[src/rtl/midi_msg_parser_if.sv]
// Byte-fetch and message-output signal bundle for midi_msg_parser.
// master: the parser itself; slave: the upstream stage and router side.
interface midi_msg_parser_if #(
  parameter int unsigned DROP_CNT_W = 8
) ();
  logic [7:0]            midi_data;
  logic                  midi_data_rdy;
  logic                  midi_data_rd;
  logic                  msg_valid;
  logic                  msg_ack;
  logic [7:0]            msg_status;
  logic [7:0]            msg_data1;
  logic [7:0]            msg_data2;
  logic [1:0]            msg_len;
  logic [DROP_CNT_W-1:0] drop_cnt;

  modport master (
    input  midi_data, midi_data_rdy, msg_ack,
    output midi_data_rd, msg_valid, msg_status, msg_data1, msg_data2,
           msg_len, drop_cnt
  );

  modport slave (
    output midi_data, midi_data_rdy, msg_ack,
    input  midi_data_rd, msg_valid, msg_status, msg_data1, msg_data2,
           msg_len, drop_cnt
  );
endinterface

[src/rtl/midi_msg_parser.sv]
// MIDI byte-stream to message assembler with running status and SysEx discard.
// Define MIDI_PARSER_REALTIME_EN to emit realtime bytes (F8-FF) as len-1 messages.
module midi_msg_parser #(
  parameter int unsigned DROP_CNT_W = 8
) (
  input logic             clk,
  input logic             rst,
  midi_msg_parser_if.master bus
);

  localparam int unsigned SUM_W = DROP_CNT_W + 1;

  typedef enum logic [1:0] {S_IDLE, S_D1, S_D2, S_SYSEX} state_e;

  state_e                state_q, state_d;
  logic [7:0]            rs_q, rs_d;
  logic                  need2_q, need2_d;
  logic                  pend_q, pend_d;
  logic [7:0]            d1_q, d1_d;
  logic                  rd_q, rd_d;
  logic                  valid_q, valid_d;
  logic [7:0]            mstat_q, mstat_d;
  logic [7:0]            md1_q, md1_d;
  logic [7:0]            md2_q, md2_d;
  logic [1:0]            mlen_q, mlen_d;
  logic [DROP_CNT_W-1:0] drop_q, drop_d;

  logic                  emit;
  logic [7:0]            em_stat, em_d1, em_d2;
  logic [1:0]            em_len;
  logic [1:0]            drop_inc;
  logic [7:0]            byte_v;
  logic                  chan;
  logic [SUM_W-1:0]      drop_sum;

  always_ff @(posedge clk or negedge rst) begin
    if (!rst) begin
      state_q <= S_IDLE;
      rs_q    <= 8'h00;
      need2_q <= 1'b0;
      pend_q  <= 1'b0;
      d1_q    <= 8'h00;
      rd_q    <= 1'b0;
      valid_q <= 1'b0;
      mstat_q <= 8'h00;
      md1_q   <= 8'h00;
      md2_q   <= 8'h00;
      mlen_q  <= 2'd0;
      drop_q  <= '0;
    end else begin
      state_q <= state_d;
      rs_q    <= rs_d;
      need2_q <= need2_d;
      pend_q  <= pend_d;
      d1_q    <= d1_d;
      rd_q    <= rd_d;
      valid_q <= valid_d;
      mstat_q <= mstat_d;
      md1_q   <= md1_d;
      md2_q   <= md2_d;
      mlen_q  <= mlen_d;
      drop_q  <= drop_d;
    end
  end

  always_comb begin
    state_d  = state_q;
    rs_d     = rs_q;
    need2_d  = need2_q;
    pend_d   = pend_q;
    d1_d     = d1_q;
    mstat_d  = mstat_q;
    md1_d    = md1_q;
    md2_d    = md2_q;
    mlen_d   = mlen_q;
    emit     = 1'b0;
    em_stat  = 8'h00;
    em_d1    = 8'h00;
    em_d2    = 8'h00;
    em_len   = 2'd0;
    drop_inc = 2'd0;
    byte_v   = bus.midi_data;
    chan     = (rs_q[7:4] != 4'hF);
    // A read is never issued back-to-back, and only when the output slot frees.
    rd_d     = bus.midi_data_rdy && !rd_q && (!valid_q || bus.msg_ack);
    valid_d  = valid_q && !bus.msg_ack;

    if (rd_q) begin
      if (byte_v >= 8'hF8) begin
`ifdef MIDI_PARSER_REALTIME_EN
        if (byte_v == 8'hF9 || byte_v == 8'hFD) begin
          drop_inc = 2'd1;
        end else begin
          emit    = 1'b1;
          em_stat = byte_v;
          em_len  = 2'd1;
        end
`endif
      end else if (!byte_v[7]) begin
        case (state_q)
          S_IDLE: drop_inc = 2'd1;
          S_D1: begin
            if (need2_q) begin
              d1_d    = byte_v;
              state_d = S_D2;
            end else begin
              emit    = 1'b1;
              em_stat = rs_q;
              em_d1   = byte_v;
              em_len  = 2'd2;
              pend_d  = 1'b0;
              state_d = chan ? S_D1 : S_IDLE;
            end
          end
          S_D2: begin
            emit    = 1'b1;
            em_stat = rs_q;
            em_d1   = d1_q;
            em_d2   = byte_v;
            em_len  = 2'd3;
            pend_d  = 1'b0;
            state_d = chan ? S_D1 : S_IDLE;
          end
          default: ;
        endcase
      end else begin
        // Any status abandons a half-built message (status latched, not yet emitted).
        if (state_q == S_D2 || (state_q == S_D1 && pend_q)) drop_inc = 2'd1;
        pend_d  = 1'b0;
        need2_d = 1'b0;
        rs_d    = 8'h00;
        state_d = S_IDLE;
        case (byte_v)
          8'hF0: state_d = S_SYSEX;
          8'hF4, 8'hF5: drop_inc = drop_inc + 2'd1;
          8'hF7: if (state_q != S_SYSEX) drop_inc = drop_inc + 2'd1;
          8'hF6: begin
            emit    = 1'b1;
            em_stat = byte_v;
            em_len  = 2'd1;
          end
          default: begin
            rs_d    = byte_v;
            pend_d  = 1'b1;
            state_d = S_D1;
            need2_d = (byte_v == 8'hF2) ||
                      (byte_v[7:5] != 3'b110 && byte_v[7:4] != 4'hF);
          end
        endcase
      end
    end

    if (emit) begin
      valid_d = 1'b1;
      mstat_d = em_stat;
      md1_d   = em_d1;
      md2_d   = em_d2;
      mlen_d  = em_len;
    end

    drop_sum = {1'b0, drop_q} + SUM_W'(drop_inc);
    drop_d   = drop_sum[DROP_CNT_W] ? '1 : drop_sum[DROP_CNT_W-1:0];
  end

  assign bus.midi_data_rd = rd_q;
  assign bus.msg_valid    = valid_q;
  assign bus.msg_status   = mstat_q;
  assign bus.msg_data1    = md1_q;
  assign bus.msg_data2    = md2_q;
  assign bus.msg_len      = mlen_q;
  assign bus.drop_cnt     = drop_q;

endmodule

[src/flat_wrapper.sv]
// flat-port wrapper written by rule: the top's interface ports become plain ports
module midi_msg_parser_flat 
#(
  parameter int unsigned DROP_CNT_W = 8
)
  (clk, rst, bus_midi_data, bus_midi_data_rdy, bus_msg_ack, bus_midi_data_rd, bus_msg_valid, bus_msg_status, bus_msg_data1, bus_msg_data2, bus_msg_len, bus_drop_cnt);
  midi_msg_parser_if #(.DROP_CNT_W(DROP_CNT_W)) bus_i ();
  input logic clk;
  input logic rst;
  input wire logic [$bits(bus_i.midi_data)-1:0] bus_midi_data;
  input wire logic [$bits(bus_i.midi_data_rdy)-1:0] bus_midi_data_rdy;
  input wire logic [$bits(bus_i.msg_ack)-1:0] bus_msg_ack;
  output wire logic [$bits(bus_i.midi_data_rd)-1:0] bus_midi_data_rd;
  output wire logic [$bits(bus_i.msg_valid)-1:0] bus_msg_valid;
  output wire logic [$bits(bus_i.msg_status)-1:0] bus_msg_status;
  output wire logic [$bits(bus_i.msg_data1)-1:0] bus_msg_data1;
  output wire logic [$bits(bus_i.msg_data2)-1:0] bus_msg_data2;
  output wire logic [$bits(bus_i.msg_len)-1:0] bus_msg_len;
  output wire logic [$bits(bus_i.drop_cnt)-1:0] bus_drop_cnt;
  assign bus_i.midi_data = bus_midi_data;
  assign bus_i.midi_data_rdy = bus_midi_data_rdy;
  assign bus_i.msg_ack = bus_msg_ack;
  assign bus_midi_data_rd = bus_i.midi_data_rd;
  assign bus_msg_valid = bus_i.msg_valid;
  assign bus_msg_status = bus_i.msg_status;
  assign bus_msg_data1 = bus_i.msg_data1;
  assign bus_msg_data2 = bus_i.msg_data2;
  assign bus_msg_len = bus_i.msg_len;
  assign bus_drop_cnt = bus_i.drop_cnt;
  midi_msg_parser #(.DROP_CNT_W(DROP_CNT_W)) u_core (.clk(clk), .rst(rst), .bus(bus_i));
endmodule
[config.mk]
export PLATFORM = sky130hd
export DESIGN_NAME = midi_msg_parser_flat
export DESIGN_NICKNAME = d
export VERILOG_FILES = /design/src/rtl/midi_msg_parser_if.sv /design/src/rtl/midi_msg_parser.sv /design/src/flat_wrapper.sv
export SDC_FILE = /design/constraint.sdc
export NUM_CORES = 1
export LEC_CHECK = 0
export BUFFER_PORTS_ARGS = -buffer_cell sky130_fd_sc_hd__buf_2
export CELL_PAD_IN_SITES_DETAIL_PLACEMENT = 0
export CELL_PAD_IN_SITES_GLOBAL_PLACEMENT = 1
export CORE_MARGIN = 2
export CORE_UTILIZATION = 46
export DETAILED_ROUTE_END_ITERATION = 7
export GPL_ROUTABILITY_DRIVEN = 0
export GPL_TIMING_DRIVEN = 0
export PLACE_DENSITY = 0.87
export REMOVE_ABC_BUFFERS = 1
export SYNTH_ARGS = -nofsm -noshare
export SYNTH_HDL_FRONTEND = slang
export SYNTH_SLANG_ARGS = --single-unit
[constraint.sdc]
create_clock -name clk -period 5.56 [get_ports clk]
set_clock_uncertainty 0.1 [all_clocks]
set_input_delay 1.112 -clock clk [delete_from_list [all_inputs] [get_ports clk]]
set_output_delay 1.112 -clock clk [all_outputs]
set_load 0.1 [all_outputs]
Word level (Yosys, flattened, before mapping). Index checks and enable logic that the tools add are counted.

Register bits after elaboration: 55. Input port bits: 12. Word-level logic and storage cells: 100.

$lt $le $gt $ge: 1. Eq/ne operators: 13. Add/subtract/negate cells: 2. Mux-type cells: 50. Bitwise gates (word level): 2. Reduce and logical (&&, ||, !) cells: 20.

Operators by type and width (count): $mux 8 (13); $eq 8x8->1 const B (6); $pmux 8 s2 (2); $mux 2 (13); $pmux 2 s2 (4); $mux 1 (14); $mux 7 (2); $add 8x2->9 (1); $ge 8x8->1 const B (1); $ne 4x4->1 const B (2); $ne 3x3->1 const B (2); $reduce_and 3->1 (2); $logic_and 1x1->1 (5); $reduce_and 5->1 (1); $reduce_or 5->1 (1); $pmux 1 s2 (2); $reduce_and 4->1 (1); $reduce_or 4->1 (1); $logic_not 1->1 (3); $logic_or 1x1->1 (3); $reduce_bool 3->1 (1); $add 2x1->2 const B (1); $eq 2x1->1 const B (1); $eq 2x2->1 const B (1); 4 further kinds (5).

Longest topological paths before layout. Gate-level depths: netlist (run 1).

Word-level depth: 15. Gate-level depth with buffers: 12.

Worst setup path before layout (run 1). No wires, ideal clock.

Path kind: input to register. Start: input bus_midi_data[2]. End: register u_core.drop_q[6] (netlist: u_core.bus.drop_cnt[6]). Stages: 11. Path buffers: 1. Data arrival time: 3391 ps. Setup time: 85 ps. Slack: 1983 ps. Cells stage by stage: clkbuf_1 > nand3b_1 > a211o_1 > o311ai_0 > ha_1 > inv_1 > fa_1 > nand2b_1 > nor2_1 > a21oi_1 > a31oi_1.

Cells in the longest elaborated chain, start to end: 8. Elaborated cells between the ends (all ways): 11. Classes of those cells: add/sub: 1; order compare: 1; eq/ne: 3; mux: 5; reduce/logical: 1.

Ends and longest elaborated chain: start, declared (line flat_wrapper.sv:10) `input wire logic [$bits(bus_i.midi_data)-1:0] bus_midi_data;`; $eq 8x8->1 (line midi_msg_parser.sv:133) `case (byte_v)`; $reduce_or 2->1 (line midi_msg_parser.sv:133); $pmux 2 s2 (line midi_msg_parser.sv:133); $mux 2 (line midi_msg_parser.sv:99) `end else if (!byte_v[7]) begin`; $mux 2 * (line midi_msg_parser.sv:89) `if (byte_v >= 8'hF8) begin`; $mux 2 * (line midi_msg_parser.sv:88) `if (rd_q) begin`; $add 8x2->9 * (line midi_msg_parser.sv:161) `drop_sum = {1'b0, drop_q} + SUM_W'(drop_inc);`; $mux 8 * (line midi_msg_parser.sv:162) `drop_d = drop_sum[DROP_CNT_W] ? '1 : drop_sum[DROP_CNT_W-1:0];`; via u_core.drop_d[6] (line midi_msg_parser.sv:26) `logic [DROP_CNT_W-1:0] drop_q, drop_d;`; end signal, assigned (line midi_msg_parser.sv:62) `drop_q <= drop_d;`; end, declared (line midi_msg_parser.sv:26).

The timed path passes the listed nets; every way through them passes the cells marked *. A chain may end at the register's enable or synchronous reset.

Worst setup path after layout (run 1).
Start: input bus_midi_data[7]. End: register u_core.drop_q[1] (netlist: u_core.bus.drop_cnt[1]).

The elaborated chain is that of the path after synthesis.

==> results.toml, run 1 <==
[status]
status = "complete, no violations"

[die]
die_area_um2 = 6170
rows = 27
coreArea_um2 = 5440
die-height_um = 78.6
die_width_um = 78.6
io_pins = 48
start_util = 0.470

[hold_path]
worstHoldPathCells = 1
hp-class = "reg2reg"
hp-start = "u_core.bus.msg_len[1]"
min_to = "u_core.bus.msg_len[1]"

[worst_setup_path]
rrSetupSlack_ps = 2400
rr_endpoint = "u_core.bus.msg_data1[2]"
cp-start-kind = "primary input"
rr_startpoint = "u_core.state_q[1]"
arrival_ps = 3660
critical_path_required_ps = 5700
cp_max_fo = 13
setup.worst_path.end_class = "register"
rr_worst_depth = 6
crit_type = "in2reg"

[timing]
rsz0062_at_grt = "false"
fin_setup_tns_ps = 0
max_slew_margin = 0.202
min_period_over_period = 0.632
finalSetupViolCount = 0
tightest_slew_ps = 1200
hold_viol = 0
min_period_ps = 3520
max_freq_ghz = 0.284
finalMaxSlewViolations = 0

[synthesis]
synth-compound-area-share = 0.123
netlist_instances = 243
ys_ff_latch = 53
muxShareOfSynthArea = 0.104
synth.cell_area_um2 = 2560
synth_top_flop_cell = "dfrtp_1"
synth_simple_gate_area_share = 0.136
synth_xor_area_frac = 0.0103
synthArstFlopShare = 1.00
yosysSeqAreaShare = 0.518
synth_edf_count = 0
yosysWarnings = 0
synth_top_family_by_area = "simple AND/OR/NAND/NOR gates"
ys_types = 44
synth_adder_area_share = 0.0372
synthTopCellsByArea = "dfrtp_1, mux2i_1, mux2_2"
yosysTopAreaCell = "dfrtp_1"
post-synth-top-area-fraction = 0.518
syn_area_per_cell_um2 = 10.5

[clock_network]
postCtsSetupBuffers = 0
post_cts_resized = 0
cts_made_buffers = 5
cts_hold_buffers = 0
cts_buffer_depth = 2
clkLatencyLatePin_ps = 310
htreeDepth = 2
cts-root-buf = "clkbuf_8"
cts_tree = "built"
clock_sinks = 53
clk_pin_slew_ps = 90

[global_routing]
antenna_found_initial = 0
grt_pass1_wl_um = 8510
overflow = 0
grt_max_degree = 54
grtUsageTotal = 0.177
grt_pass1_vias = 1748

[flow_run]
drv_cap = 0

[detailed_routing]
wire_per_inst_um = 14.2
ant_nets = 0
vias = 1839
drc = 0
wl_um = 5060
drtIter0Drc = 111
dr.pass1.iters = 4
viasPerCell = 5.15

[layout]
layout_common_cells = "dfrtp_1, buf_2, inv_1"
area_delta_synth_final_pct = 12.8
final_common_cell = "dfrtp_1"
antenna_cells = 0
num-nets-final = 303
layout-drive-gt1-share = 0.242
n_fill_cell = 515

[placed_design]
hpwl_um = 3460
io_buffers = 45
==> worst max-delay path, stage by stage <==
cell      delay [ps]
buf_2            230
nand3b_1         130
a211o_1          320
o311ai_0         400
ha_1             240
inv_1             50
fa_1             410
nand2b_1         180
nor2_1           250
nand2_1          210
nand2_1          120
==> metrics by stage <==
| stage | instances | setup WS [ps] | hold WS (ps) | area, um^2 | utilization |
|---|---|---|---|---|---|
| after floorplan | 232 | 2200 | 346 | 2480 | - |
| after global placement | 349 | 1750 | 363 | 2800 | 0.515 |
| after detailed placement | 349 | 1720 | 365 | 2800 | 0.515 |
| after CTS | 357 | 2030 | 388 | 2890 | 0.530 |
| after global routing | 357 | 1870 | 405 | 2890 | 0.530 |
| final | 357 | 2040 | 385 | 2890 | 0.530 |
==> kinds of logic (layout without fill, tap and decap cells) <==
| kind of cell | Yosys count | after routing |
|---|---|---|
| other | 1 | 2 |
| adder cells (fa/ha/maj) | 7 | 7 |
| flip-flops | 53 | 53 |
| AND/OR/NAND/NOR | 72 | 72 |
| multiplexers | 24 | 24 |
| buffers and inverters | 38 | 79 |
| AO/OA/AOI/OAI | 45 | 45 |
| XOR/XNOR | 3 | 3 |
==> flip-flops by register name, indices dropped and copies added, names as in the netlist <==
| signal | cells |
|---|---|
| u_core.bus.drop_cnt | 8 |
| u_core.bus.midi_data_rd | 1 |
| u_core.bus.msg_data1 | 7 |
| u_core.bus.msg_data2 | 7 |
| u_core.bus.msg_len | 2 |
| u_core.bus.msg_status | 8 |
| u_core.bus.msg_valid | 1 |
| u_core.d1_q | 7 |
| u_core.need2_q | 1 |
| u_core.pend_q | 1 |
| u_core.rs_q | 8 |
| u_core.state_q | 2 |
==> cells in the mapped netlist (3+ instances only) <==
library cell / n
nand2_1: 22
mux2i_1: 12
buf_6: 3
nor2_1: 20
buf_4: 3
clkbuf_1: 6
inv_1: 25
a31oi_1: 4
ha_1: 6
nand3_1: 7
o21ai_0: 8
a22o_1: 7
a22oi_1: 7
mux2_4: 3
a21o_1: 3
dfrtp_1: 53
nand2b_1: 4
a21oi_1: 7
nor2b_1: 4
mux2_2: 9
==> how the worst max path moves through the flow <==
stage	startpoint	to	slack, ps	cells past startpoint
finish	bus_midi_data[7]	u_core.bus.drop_cnt[1]	2040	11
global route	bus_midi_data[7]	u_core.bus.drop_cnt[1]	1870	11
CTS	bus_midi_data[7]	u_core.bus.drop_cnt[1]	2030	11
detailed placement	bus_midi_data[7]	u_core.bus.drop_cnt[1]	1720	11
global placement	bus_midi_data[7]	u_core.bus.drop_cnt[0]	1750	11
floorplan	bus_midi_data[3]	u_core.bus.drop_cnt[6]	2200	10
==> cell type report <==
class / count / area (um^2) / share of cell area
Clock inverter: 3 / 17.5 / 0.00607
Tap cell: 72 / 90.1 / 0.0312
Clock buffer: 5 / 68.8 / 0.0239
Sequential cell: 53 / 1330 / 0.460
Inverter: 26 / 97.6 / 0.0338
Timing Repair Buffer: 45 / 225 / 0.0781
Multi-Input combinational cell: 153 / 1060 / 0.367
==> layer usage <==
layer  global-route usage  up-vias  part of all wire
met4               0.0526        0             0.013
met1                0.258      879              0.50
met3               0.0368        5             0.055
li1                     -      905                 -
met5                    0        -                 0
met2                0.265       50              0.44
Power of run 1 is left out: the tool's default activity adds up to more than one toggle a clock period on the data nets, which glitch-free logic cannot reach.
==> run 2, diff against run 1 <==
ABC_AREA = 1   (was default)
CORE_UTILIZATION = 37   (was 46)
PLACE_DENSITY = 0.79   (was 0.87)
clock period = 2.9 ns   (was 5.56 ns; I/O delays follow)
==> results.toml, run 2 <==
[layout]
antenna_cells = 0
layout_common_cells = "nand2_1, dfrtp_1, buf_2"
n_fill_cell = 670
num-nets-final = 372
layout-drive-gt1-share = 0.266
finalCoreUtilization = 0.457
final_common_cell = "nand2_1"
area_delta_synth_final_pct = 20.6

[detailed_routing]
viasPerCell = 4.85
wire_per_inst_um = 12.5
wl_um = 5410
drc = 0
dr.pass1.iters = 4
drtIter0Drc = 140
ant_nets = 0
vias = 2107

[global_routing]
overflow = 0
grt_pass1_wl_um = 9270
grtUsageTotal = 0.156
grt_max_degree = 54
antenna_found_initial = 0
grt_pass1_vias = 1922

[timing]
min_period_over_period = 0.945
fin_setup_tns_ps = 0
max_freq_ghz = 0.365
finalMaxSlewViolations = 0
max_slew_margin = 0.650
min_period_ps = 2740
hold_viol = 0
tightest_slew_ps = 524
finalSetupViolCount = 0

[synthesis]
ys_ff_latch = 53
yosysWarnings = 0
synth_edf_count = 0
ys_top_cells_by_count = "nand2_1, dfrtp_1, inv_1, o21ai_0"
yosysSeqAreaShare = 0.521
yosysTopAreaCell = "dfrtp_1"
ys_types = 26
post-synth-top-area-fraction = 0.521
syn_area_per_cell_um2 = 8.45
synthTopCellsByArea = "dfrtp_1, nand2_1, o21ai_0"
synth.cell_area_um2 = 2540
yosysMostFrequentCell = "nand2_1"
synth_top_flop_cell = "dfrtp_1"
netlist_instances = 301
synthArstFlopShare = 1.00

[die]
die_area_um2 = 7560
die_width_um = 86.9
rows = 30
start_util = 0.379
die-height_um = 86.9
coreArea_um2 = 6720
io_pins = 48

[power_and_ir_drop]
pwr_density_cell_nw_per_um2 = 1190
peakVddDrop_v = 0.000498
total_power_mw = 3.65
p_leak_nw = 1.59

[flow_run]
drv_cap = 0

[worst_setup_path]
arrival_ps = 2850
cp_max_fo = 3
cp-start-kind = "register"
crit_type = "reg2reg"
setup.worst_path.end_class = "register"
critical_path_required_ps = 3010

[hold_path]
hp-class = "in2async"

[clock_network]
cts-root-buf = "clkbuf_8"
cts_tree = "built"
htreeDepth = 2
clk_pin_slew_ps = 100
clkLatencyLatePin_ps = 310
cts_buffer_depth = 2
clock_sinks = 53
cts_made_buffers = 5

[status]
status = "complete, no violations"

[placed_design]
hpwl_um = 3820
io_buffers = 45
-- run 2: cell count changes after synthesis, moves of 9 or more --
| cell | before | now |
|---|---|---|
| o21ai_0 | 8 | 29 |
| nand3_1 | 7 | 17 |
| mux2i_1 | 12 | 0 |
| o21ai_2 | 0 | 9 |
| nand2_1 | 22 | 93 |
| mux2_2 | 9 | 0 |
-- run 2: path summary, 6_finish.rpt --
kind                                  startpoint                 endpoint  slack [ps]  cells after the start
min in group clk                     bus_msg_ack     u_core.bus.msg_valid         350                      2
max in group asynchronous                    rst  u_core.bus.midi_data_rd        2010                      2
setup reg to reg               u_core.state_q[0]   u_core.bus.drop_cnt[6]         160                     17
hold / removal                               rst   u_core.bus.drop_cnt[3]         130                      1
setup / recovery               u_core.state_q[0]   u_core.bus.drop_cnt[6]         160                     17
hold reg to reg            u_core.bus.msg_len[1]    u_core.bus.msg_len[1]         370                      2
-- run 2: logic make-up after synthesis --
kind of cell               after synthesis  synth area share
adders and majority gates                7            0.0374
AOI/OAI and AO/OA                       58             0.130
xor gates and xnor gates                 2           0.00688
buffers and inverters                   41            0.0728
and+or+nand+nor                        139             0.231
DFF                                     53             0.521
other                                    1           0.00147
-- run 2: area by class of cell --
class	instances	area, um^2	share of cell area
Multi-Input combinational cell	208	1110	0.361
Sequential cell	53	1330	0.432
Timing Repair Buffer	54	308	0.100
Inverter	31	116	0.0379
Clock inverter	2	38.8	0.0126
Tap cell	80	100	0.0326
Clock buffer	6	72.6	0.0236
-- run 2: timing repair --
action | CTS | global route
gates cloned | 0 | 0
hold buffers | 0 | 0
buffers inserted | 1 | 7
gates resized for setup | 10 | 12
pin swaps | 0 | 6
setup endpoints to repair | 8 | 7
-- run 2: worst max-delay path, stage by stage, from the launching register on --
cell     delay, ps
dfrtp_1        420
buf_4          150
ha_2           180
inv_2           60
nand3_2         90
nand3_2         70
nand3_1         90
a21oi_2        150
ha_2           180
inv_1           50
fa_2           340
or2_4          250
nor2_4         130
nand2_2         60
nor2_2         120
nand3_1         70
o21ai_1         70
inv_1           50
-- run 2: report_power, final --
group	total, mW	switching, mW	internal, mW
logic	2.00	1.61	0.388
registers	1.14	0.156	0.984
clock network	0.511	0.251	0.260
-- run 2: per-layer routing --
layer,up-vias,GRT usage,share of wire
li1,1060,-,-
met1,998,0.215,0.48
met2,44,0.250,0.46
met3,5,0.0294,0.043
met4,0,0.0469,0.013
met5,-,0,0
-- run 2: stage by stage --
step | std cells | hold slack (ps) | worst slack [ps] | area, um^2
2_1_floorplan | 292 | 184 | -540 | 2480
6_report | 434 | 128 | 160 | 3070
3_5_place_dp | 417 | 356 | -512 | 2810
3_3_place_gp | 417 | 349 | -522 | 2810
4_1_cts | 426 | 342 | 50.6 | 2950
5_1_grt | 434 | 169 | -0.450 | 3070
Power figures use the tool's default switching activity.
